## src/rtl/sti_pixel_packer.sv

```systemverilog
// rtl/sti_pixel_packer.sv - packs a serial bit stream MSB-first into bytes and writes them to pixel memory
module sti_pixel_packer #(
  parameter logic [7:0] FILL_VALUE = 8'h00
) (
  input  logic       clk,
  input  logic       reset,
  input  logic       so_valid,
  input  logic       so_data,
  input  logic       pi_end,
  output logic       pixel_wr,
  output logic [7:0] pixel_addr,
  output logic [7:0] pixel_dataout,
  output logic       pixel_finish,
  output logic       err_partial
);

  typedef enum logic [1:0] {IDLE, SHIFT, FILL, DONE} state_t;

  state_t     state, state_n;
  logic [7:0] shreg, shreg_n;
  logic [2:0] bitcnt, bitcnt_n;
  logic [8:0] wptr, wptr_n;
  logic       wr_n;
  logic [7:0] addr_n;
  logic [7:0] data_n;
  logic       finish_n;
  logic       err_n;
  logic [7:0] shifted;

  assign shifted = {shreg[6:0], so_data};

  // State and output registers; every output is registered so writes appear one cycle after issue.
  always_ff @(posedge clk or posedge reset) begin
    if (reset) begin
      state         <= IDLE;
      shreg         <= 8'h00;
      bitcnt        <= 3'd0;
      wptr          <= 9'd0;
      pixel_wr      <= 1'b0;
      pixel_addr    <= 8'h00;
      pixel_dataout <= 8'h00;
      pixel_finish  <= 1'b0;
      err_partial   <= 1'b0;
    end else begin
      state         <= state_n;
      shreg         <= shreg_n;
      bitcnt        <= bitcnt_n;
      wptr          <= wptr_n;
      pixel_wr      <= wr_n;
      pixel_addr    <= addr_n;
      pixel_dataout <= data_n;
      pixel_finish  <= finish_n;
      err_partial   <= err_n;
    end
  end

  // Next-state logic: shifting, byte write issue, burst-end handling and padding.
  always_comb begin
    state_n  = state;
    shreg_n  = shreg;
    bitcnt_n = bitcnt;
    wptr_n   = wptr;
    wr_n     = 1'b0;
    addr_n   = pixel_addr;
    data_n   = pixel_dataout;
    err_n    = err_partial;
    // Finish goes high on the edge that closes the cycle in which address 255 is written.
    finish_n = pixel_finish | (pixel_wr & (pixel_addr == 8'hFF));

    case (state)
      IDLE: begin
        if (so_valid) begin
          shreg_n  = shifted;
          bitcnt_n = bitcnt + 3'd1;
          state_n  = SHIFT;
        end
      end
      SHIFT: begin
        if (wptr[8]) begin
          // Memory is full: any further bits are dropped rather than wrapping to address 0.
          bitcnt_n = 3'd0;
          state_n  = DONE;
        end else if (so_valid) begin
          shreg_n  = shifted;
          bitcnt_n = bitcnt + 3'd1;
          if (bitcnt == 3'd7) begin
            wr_n   = 1'b1;
            addr_n = wptr[7:0];
            data_n = shifted;
            wptr_n = wptr + 9'd1;
          end
        end else begin
          // Burst end: leftover bits are discarded and flagged.
          if (bitcnt != 3'd0) begin
            err_n = 1'b1;
          end
          bitcnt_n = 3'd0;
          state_n  = pi_end ? FILL : IDLE;
        end
      end
      FILL: begin
        if (wptr[8]) begin
          state_n = DONE;
        end else begin
          wr_n   = 1'b1;
          addr_n = wptr[7:0];
          data_n = FILL_VALUE;
          wptr_n = wptr + 9'd1;
          if (wptr[7:0] == 8'hFF) begin
            state_n = DONE;
          end
        end
      end
      DONE: begin
      end
      default: begin
        state_n = IDLE;
      end
    endcase
  end

endmodule

```

## config.mk

```make
export PLATFORM = sky130hd
export DESIGN_NAME = sti_pixel_packer
export DESIGN_NICKNAME = d
export VERILOG_FILES = /design/src/rtl/sti_pixel_packer.sv
export SDC_FILE = /design/constraint.sdc
export NUM_CORES = 1
export LEC_CHECK = 0
export ABC_AREA = 1
export CORE_MARGIN = 3
export CORE_UTILIZATION = 50
export DETAILED_ROUTE_END_ITERATION = 10
export GPL_TIMING_DRIVEN = 0
export PLACE_DENSITY_LB_ADDON = 0.12
export SYNTH_ARGS = -nofsm -noshare
export SYNTH_HDL_FRONTEND = slang
export SYNTH_SLANG_ARGS = --single-unit
```

## constraint.sdc

```tcl
create_clock -name clk -period 2.3 [get_ports clk]
set_input_delay 0.46 -clock clk [delete_from_list [all_inputs] [get_ports clk]]
set_output_delay 0.46 -clock clk [all_outputs]
set_load 0.02 [all_outputs]
```

### Word level (Yosys, flattened, before mapping)

Cells that the tools add are included.

* mux-type cells: 34
* $mul: 0
* reduce and logical (&&, ||, !) cells: 10
* add/subtract/negate cells: 2
* bitwise gates (word level): 4
* div/mod/pow operators: 0
* shift operators: 0
* $lt $le $gt $ge: 0
* eq/ne operators: 12

Operators by type and width (number)
* two-way mux 8 bit: 10
* one-hot mux 8 bit (2 select lines): 3
* two-way mux 9 bit: 4
* one-hot mux 9 bit (2 select lines): 1
* equality test 8 bit (second input constant): 2
* two-way mux 2 bit: 6
* != test 2 bit (second input constant): 5
* adder 9 x 1 -> 9 bit (second input constant): 1
* two-way mux 3 bit: 3
* AND reduction 4 bit: 2
* != test 3 bit (second input constant): 2
* one-hot mux 2 bit (3 select lines): 1
* one-hot mux 3 bit (2 select lines): 1
* nonzero test 3 bit: 2
* AND reduction 5 bit: 1
* two-way mux 1 bit: 4
* AND reduction 2 bit: 2
* nonzero test 2 bit: 2
* adder 3 x 1 -> 3 bit (second input constant): 1
* equality test 3 bit (second input constant): 1
* equality test 2 x 1 -> 1 bit (second input constant): 1
* equality test 2 bit (second input constant): 1
* zero test 2 bit: 1
* inverter 1 bit: 2
* 3 further kinds: 3

* bits in read-only memories: 0
* RAM bits: 0
* bits in registers: 41
* bits in latches: 0
* input bits: 5
* word-level logic and storage cells: 72
* memories kept: 0

### Logic depth before layout (Yosys ltp)

Gate-level depths: netlist (run 1).

* depth in word-level cells: 5
* gate-level depth with buffers: 11
* gate-level depth less buffers: 11

### Least setup slack after synthesis (run 1)

OpenSTA, ideal clock, no wires.

* kind: flip-flop to flip-flop
* start: register wptr[0]
* end: register wptr[8]
* stages on the path, launching flop included: 11
* setup slack: 0.661 ns
* library setup time: 0.119 ns
* period minus slack after synthesis: 1.639 ns
* buffers on the path: 0
* arrival time: 1.521 ns
* cell sequence: dfrtp_1 -> ha_1 -> nand2_1 -> inv_1 -> nand2_1 -> nor2_1 -> nand3_1 -> ha_1 -> nand3_1 -> a21oi_1 -> o21a_1

* word-level cells in the longest chain between the ends: 5
* elaborated cells between the ends (all ways): 6

Ends and longest elaborated chain
* from (decl): line 22 `logic [8:0] wptr, wptr_n;`
* from (signal assigned): line 48 `wptr <= wptr_n;`
* adder 9 x 1 -> 9 bit (*): line 90, 108
* two-way mux 9 bit: line 86 `if (bitcnt == 3'd7) begin`
* two-way mux 9 bit: line 83 `end else if (so_valid) begin`
* two-way mux 9 bit: line 79 `if (wptr[8]) begin`
* one-hot mux 9 bit (2 select lines) (*): line 70 `case (state)`

Every way passes the cells marked *; elsewhere a longest branch is shown, timed or not. The select of a mux whose other input is x is not followed.
A chain may end at the register's enable or synchronous reset.

### Final worst setup path (run 1)

* start: register wptr[0]
* end: register state[1]

* word-level cells in the longest chain between the ends: 3

Ends and longest elaborated chain
* equality test 8 bit: line 109 `if (wptr[7:0] == 8'hFF) begin`
* != test 3 bit (no line)
* AND reduction 4 bit (no line)
* to (signal assigned): line 45 `state <= state_n;`
* to (decl): line 19 `state_t state, state_n;`

No other way between the ends.

==> results.toml, run 1 <==
[floorplan]
design.portCount = 24
die_area_mm2 = 0.00477
core_region_area_mm2 = 0.00374
start_util_pct = 53.1
die_w_um = 69.1
rows = 22
die_h_um = 69.1

[logic_synthesis]
syn_area_per_cell_um2 = 9.04
ys_ff_latch = 40
synth_nets = 234
yosysWarnings = 0
ys_types = 26
yosysSeqAreaShare_pct = 50.3
synthCells = 220
syn-cell-area_mm2 = 0.00199

[status]
status = "complete, no violations"

[pwr]
total_power_mw = 3.31
leakage_nw = 1.21
pwr-share-clk_pct = 16.7
p_sw_share_pct = 40.4
power_frac_comb_pct = 45.8
power_density_mw_per_mm2 = 1390
p_int_mw = 1.97
power.switching_mw = 1.34
pwr-share-seq_pct = 37.5
peakVddDrop_mv = 0.628

[timing]
hold_violations = 0
max_freq_mhz = 511
setup_violations = 0
final.min_clock_period_ns = 1.96
drv_slew = 0
finClkSkew_ns = 0.00634
rsz0062_at_grt = "no"
tns_ns = 0
hold_slack_ns = 0.469
setup_ws_ns = 0.344
tightestPinTransition_ns = 0.803
fin_crit_sh_pct = 85.1
max_slew_margin_pct = 46.4

[global_routing]
overflow = 0
use_met2_pct = 27.3
first_global_vias = 1445
track_usage_pct = 17.3
antenna_found_initial = 0
grt_first_pass_wirelength_um = 6700
grt_max_degree = 41
grt.busiest_layer = "met2"
use_met3_pct = 4.96
use_met1_pct = 23.2

[clock_tree]
post_cts_resized = 0
clk-insertion-delay-late_ns = 0.29
holdBufCountCts = 0
cts-root-buf = "clkbuf_8"
cts_setup_buffers = 0
cts_tree = "built"
clk_pin_slew_ns = 0.08
ctsLongestPathBuffers = 2
cts_made_buffers = 5
clock_sinks = 40
h-tree-depth = 2

[worst_setup_path]
r2r-end = "state[1]"
ff2ff_setup_slack_ns = 0.34
start_kind = "flop"
critPathMaxFanout = 5
worstPathRequired_ns = 2.47
ff2ff_path_depth = 11
critical_path_class = "reg -> reg"
endpoint_kind = "flop"
reg2reg_from = "wptr[0]"
arrival_ns = 2.12

[routing]
viasPerCell = 4.93
drt.antenna.violating_nets = 0
vias = 1473
drt-initial-drc-count = 97
wire_per_inst_um = 12.1
finalWirelength_um = 3620
drcViolationCount = 0
firstDrtPassIters = 4

[cells_and_area]
nets = 264
syn2layout_area_growth_pct = 20.0
most-common-layout-cells = "63 x nand2_1, 40 x dfrtp_1, 29 x inv_1"
drive_gt1_share_pct = 13.9
layout_commonest_cell = "nand2_1"
n_antenna_cell = 0

[min_path]
hp-start = "pixel_finish"
hold_depth = 1
holdPathEnd = "pixel_finish"
hp-class = "reg -> reg"

[placement]
port_buffers = 23
place_worst_setup_slack_ns = 0.418
dp_hpwl_um = 2720
gp_congestion = 0.790

[job]
max_cap_violations = 0
==> cells in the mapped netlist, drive strengths merged <==
library cell / number / share of area, %
a21o: 1 / 0.38
mux2i: 1 / 0.50
ha: 9 / 5.7
nand4: 5 / 1.6
o22ai: 2 / 0.63
dfrtp: 40 / 50
buf: 6 / 3.1
a21oi: 10 / 3.1
o21a: 2 / 0.75
o211ai: 1 / 0.63
nor3: 1 / 0.25
a31o: 1 / 0.44
nor2: 10 / 2.3
o21ai: 21 / 7.9
nand2: 65 / 13
xor2: 2 / 0.88
nand3: 12 / 3.0
inv: 31 / 5.8
==> flip-flops by register name, indices dropped and copies added (netlist names) <==
name,flops
shreg,7
err_partial,1
pixel_addr,8
state,2
wptr,9
pixel_dataout,8
pixel_finish,1
bitcnt,3
pixel_wr,1
==> routing by layer <==
metal	routed length, µm	part of all wire, %
met2	1650	45
met5	0	0
met1	1790	49
met3	134	3.7
met4	48	1.3
==> layout make-up <==
type,instances,area [µm²]
flip-flops and latches,40,1000
fillers,342,1360
plain buffers,6,61.3
clock buffers,6,72.6
inverters,31,116
well taps,48,60.1
repair buffers,23,230
clock inverters,2,35.0
multi-input cells,143,811
==> power by group through the flow <==
stage | clock network [mW] | logic, mW | registers [mW]
CTS | 0.565 | 1.54 | 1.24
detailed placement | 0 | 1.53 | 1.26
finish | 0.553 | 1.52 | 1.24
global placement | 0 | 1.50 | 1.24
global route | 0.591 | 1.73 | 1.29
floorplan | 0 | 0.902 | 1.38
==> per-stage QoR <==
stage | instances | instance area [µm²] | util [%]
floorplan | 220 | 1990 | -
global placement | 291 | 2280 | 60.9
detailed placement | 291 | 2280 | 60.9
CTS | 299 | 2390 | 63.8
global route | 299 | 2390 | 63.8
finish | 299 | 2390 | 63.8
==> worst max-delay path: stages, from the launching register on <==
cell	delay [ns]
dfrtp_1	0.44
ha_1	0.23
nand2_1	0.07
inv_1	0.07
nand2_1	0.07
nor2_1	0.19
nand3_1	0.11
ha_1	0.21
a21oi_1	0.13
nand3_1	0.14
nand2_1	0.09
o21ai_0	0.07
==> worst max-delay path by stage <==
stage	endpoint	start	slack, ns
3_5_place_dp	state[1]	wptr[0]	0.42
6_report	state[1]	wptr[0]	0.34
3_3_place_gp	pixel_addr[3]	reset	0.06
4_1_cts	state[1]	wptr[0]	0.37
2_1_floorplan	wptr[8]	wptr[0]	0.66
5_1_grt	state[1]	wptr[0]	0.007
==> cells by family (layout without fill, tap and decap cells) <==
kind of cell	count (synthesis)	in the layout	synth area share (%)
simple gates	93	93	19.9
mux	1	1	0.503
buf+inv	37	68	8.93
compound gates	38	38	13.8
flops	40	40	50.3
xor+xnor	2	2	0.881
fa+ha+maj	9	9	5.66
No activity file was read; power rests on OpenSTA's default activity.
==> inputs of run 2 (changes only) <==
--- a/config.mk
+++ b/config.mk
@@ -9,6 +9,7 @@
 export CORE_MARGIN = 3
 export CORE_UTILIZATION = 50
 export DETAILED_ROUTE_END_ITERATION = 10
+export DONT_BUFFER_PORTS = 1
 export GPL_TIMING_DRIVEN = 0
 export PLACE_DENSITY_LB_ADDON = 0.12
 export SYNTH_ARGS = -nofsm -noshare
==> results.toml, run 2 (same netlist as run 1, synthesis figures left out) <==
[status]
status = "complete, no violations"

[timing]
tightestPinTransition_ns = 0.804
max_slew_margin_pct = 46.3
rsz0062_at_grt = "no"
max_freq_mhz = 531
tns_ns = 0
drv_slew = 0
finClkSkew_ns = 0.00582
fin_crit_sh_pct = 81.9
final.min_clock_period_ns = 1.88
hold_violations = 0
setup_violations = 0

[placement]
gp_congestion = 0.926
dp_hpwl_um = 2750
port_buffers = 0

[clock_tree]
post_cts_resized = 0
cts-root-buf = "clkbuf_8"
cts_tree = "built"
clk-insertion-delay-late_ns = 0.29
clk_pin_slew_ns = 0.08
holdBufCountCts = 0
clock_sinks = 40
cts_setup_buffers = 0
ctsLongestPathBuffers = 2
cts_made_buffers = 5
h-tree-depth = 2

[pwr]
power_density_mw_per_mm2 = 1420
total_power_mw = 3.07
peakVddDrop_mv = 0.796
leakage_nw = 1.12

[worst_setup_path]
cp_slowest_cell = "dfrtp_1"
worstPathRequired_ns = 2.48
arrival_ns = 2.06
critical_path_class = "reg -> reg"
start_kind = "flop"
ff2ff_path_depth = 11
endpoint_kind = "flop"
cpMostUsedCell = "nand2_1"
critPathMaxFanout = 5
cpPeakStageDelay_ns = 0.44
crit_chain = "ha_1, nand2_1, inv_1, nand2_1, nor2_1, nand3_1, ha_1, a21oi_1, nand3_1, nand2_1, o21ai_0"

[global_routing]
antenna_found_initial = 0
first_global_vias = 1432
grt_first_pass_wirelength_um = 6440
overflow = 0
track_usage_pct = 16.8
grt_max_degree = 41

[cells_and_area]
syn2layout_area_growth_pct = 8.62
nFillCells = 352
regArea_mm2 = 0.00100
n_antenna_cell = 0
largest_reg_flops = 9
top_register = "wptr"
multi_input_area_um2 = 811
nets = 241
most-common-layout-cells = "63 x nand2_1, 40 x dfrtp_1, 29 x inv_1"
reg.largest.list = "wptr (9), pixel_addr (8), pixel_dataout (8)"
drive_gt1_share_pct = 15.8
layout_commonest_cell = "nand2_1"

[floorplan]
core_region_area_mm2 = 0.00374
die_area_mm2 = 0.00477
die_h_um = 69.1
start_util_pct = 53.1
design.portCount = 24
die_w_um = 69.1
rows = 22

[job]
max_cap_violations = 0

[routing]
vias = 1427
finalWirelength_um = 3670
drt-initial-drc-count = 127
drcViolationCount = 0
viasPerCell = 5.17
drt.antenna.violating_nets = 0
wire_per_inst_um = 13.3
firstDrtPassIters = 4

[min_path]
hp-class = "in -> async"
==> run 2: cell type report <==
type / count / share of cell area (%)
inverters: 31 / 5.39
clock buffers: 5 / 3.18
flip-flops and latches: 40 / 46.3
multi-input cells: 143 / 37.5
well taps: 48 / 2.78
plain buffers: 6 / 2.84
clock inverters: 3 / 1.97
==> run 2: final timing paths <==
| check | start | to | slack [ns] |
|---|---|---|---|
| worst max-delay path | wptr[0] | state[1] | 0.42 |
| worst min-delay path | reset | bitcnt[0] | 0.20 |
| worst max register to register | wptr[0] | state[1] | 0.42 |
| worst min register to register | shreg[6] | shreg[6] | 0.50 |
| max in group asynchronous | reset | wptr[5] | 1.59 |
| min in group clk | so_data | pixel_dataout[0] | 0.31 |
==> run 2: metal layers <==
layer	GRT usage (%)	vias to the layer above	wire, µm
met1	20.5	667	1650
met5	0	-	0
met4	7.81	0	79
met3	4.37	8	198
li1	-	716	-
met2	27.6	36	1740
==> run 2: stage by stage <==
stage | setup slack [ns] | cells | util, % | hold slack [ns] | cell area [µm²]
finish | 0.417 | 276 | 57.7 | 0.196 | 2160
global route | 0.153 | 276 | 57.7 | 0.263 | 2160
CTS | 0.409 | 276 | 57.7 | 0.231 | 2160
detailed placement | 0.438 | 268 | 54.7 | 0.482 | 2050
global placement | 0.445 | 268 | 54.7 | 0.477 | 2050
floorplan | 0.661 | 220 | - | 0.459 | 1990
==> run 2: critical path, delay by kind of cell (launching register included) <==
kind / cells / cell delay (ns)
simple gates: 6 / 0.63
flops: 1 / 0.44
fa+ha+maj: 2 / 0.43
compound gates: 2 / 0.20
buf+inv: 1 / 0.07
==> run 2: power breakdown <==
part           internal, mW  switching, mW
Sequential             1.01          0.425
Clock                 0.321          0.247
Combinational         0.417          0.655
==> inputs of run 3 (changes only) <==
==> constraint.sdc (replaced) <==
create_clock -name clk -period 1.8 [get_ports clk]
set_input_delay 0.36 -clock clk [delete_from_list [all_inputs] [get_ports clk]]
set_output_delay 0.36 -clock clk [all_outputs]
set_load 0.02 [all_outputs]
==> results.toml, run 3 (same netlist as run 1, synthesis figures left out) <==
[status]
status = "complete, no violations"

[routing]
vias = 1466
wire_per_inst_um = 13.7
drcViolationCount = 0
viasPerCell = 5.25
firstDrtPassIters = 4
finalWirelength_um = 3830
drt-initial-drc-count = 128
drt.antenna.violating_nets = 0

[worst_setup_path]
endpoint_kind = "flop"
worstPathRequired_ns = 2.04
cp-startpoint = "wptr[1]"
critPathMaxFanout = 3
reg2reg_from = "wptr[1]"
start_kind = "flop"
arrival_ns = 1.93
critical_path_class = "reg -> reg"

[cells_and_area]
final_util_pct = 59.1
layout_commonest_cell = "nand2_1"
reg.largest.list = "wptr (9), pixel_addr (8), pixel_dataout (8)"
multi_input_area_um2 = 840
drive_gt1_share_pct = 20.3
finalNonFillerCells = 279
final_cell_area_mm2 = 0.00221
nets = 244
most-common-layout-cells = "62 x nand2_1, 40 x dfrtp_1, 28 x inv_1"
n_antenna_cell = 0
top_register = "wptr"
largest_reg_flops = 9
regArea_mm2 = 0.00100
nFillCells = 353
syn2layout_area_growth_pct = 11.2

[timing]
hold_violations = 0
hold_slack_ns = 0.0957
finClkSkew_ns = 0.00489
max_freq_mhz = 591
final.min_clock_period_ns = 1.69
setup_violations = 0
tns_ns = 0
tightestPinTransition_ns = 0.804
drv_slew = 0
fin_crit_sh_pct = 94.0
max_slew_margin_pct = 46.3
setup_ws_ns = 0.108

[clock_tree]
clk_pin_slew_ns = 0.08
clk-insertion-delay-late_ns = 0.29
holdBufCountCts = 0
ctsLongestPathBuffers = 2
cts_made_buffers = 5
h-tree-depth = 2
cts-root-buf = "clkbuf_8"
clock_sinks = 40
cts_tree = "built"

[placement]
gp_congestion = 0.926
post-place-cells = 268
place_area_mm2 = 0.00205
dp_hpwl_um = 2750
port_buffers = 0
place_worst_setup_slack_ns = -0.0618

[floorplan]
design.portCount = 24
rows = 22
die_area_mm2 = 0.00477
start_util_pct = 53.1
die_h_um = 69.1
die_w_um = 69.1
core_region_area_mm2 = 0.00374

[global_routing]
track_usage_pct = 16.8
overflow = 0
antenna_found_initial = 0
first_global_vias = 1438
grt_max_degree = 41
grt_first_pass_wirelength_um = 6440

[pwr]
peakVddDrop_mv = 1.02
pwr-share-seq_pct = 45.1
power_density_mw_per_mm2 = 1830
leakage_nw = 1.14
total_power_mw = 4.04
power_frac_comb_pct = 36.8
pwr-share-clk_pct = 18.1
p_sw_share_pct = 43.5
p_int_mw = 2.29
power.switching_mw = 1.76

[job]
max_cap_violations = 0

[min_path]
hp-class = "in -> async"
## run 3: layout make-up
class | instances | area share, %
Buffer | 6 | 2.77
Clock buffer | 5 | 3.11
Clock inverter | 3 | 1.92
Inverter | 31 | 5.26
Multi-Input combinational cell | 143 | 38.0
Sequential cell | 40 | 45.2
Tap cell | 48 | 2.71
Timing Repair Buffer | 3 | 1.02
## run 3: critical path: stages, from the launching register on
cell and delay, ns:
dfrtp_1 0.39, ha_2 0.20, nand2_1 0.07, inv_2 0.07, nand2_2 0.06, nor2_4 0.13, nand3_2 0.07, ha_2 0.31
nand3_1 0.07, a21oi_1 0.14, o21a_1 0.12
## run 3: per-layer routing
metal	global-route usage (%)	share of wire [%]
met5	0	0
met4	7.81	2.1
met3	4.37	5.2
met2	27.8	49
met1	20.4	43
## run 3: path summary, 6_finish.rpt
path / end / slack (ns) / cells past startpoint
max in group asynchronous: wptr[5] / 1.19 / 1
hold / removal: bitcnt[0] / 0.1 / 1
setup / recovery: wptr[8] / 0.11 / 10
hold reg to reg: shreg[6] / 0.50 / 2
min in group clk: pixel_dataout[0] / 0.21 / 2
setup reg to reg: wptr[8] / 0.11 / 10
## run 3: what timing repair did
action / CTS / global route
setup buffers: 1 / 2
gates resized for setup: 1 / 10
pin swaps: 0 / 4
gates cloned: 0 / 0
endpoints found under the setup margin: 3 / 3
## run 3: power by group through the flow
stage,logic (mW),clock network (mW),registers (mW)
final,1.49,0.730,1.82
after global routing,1.70,0.788,1.88
after CTS,1.42,0.745,1.83
after detailed placement,1.38,0,1.85
after global placement,1.32,0,1.83
after floorplan,1.15,0,1.76
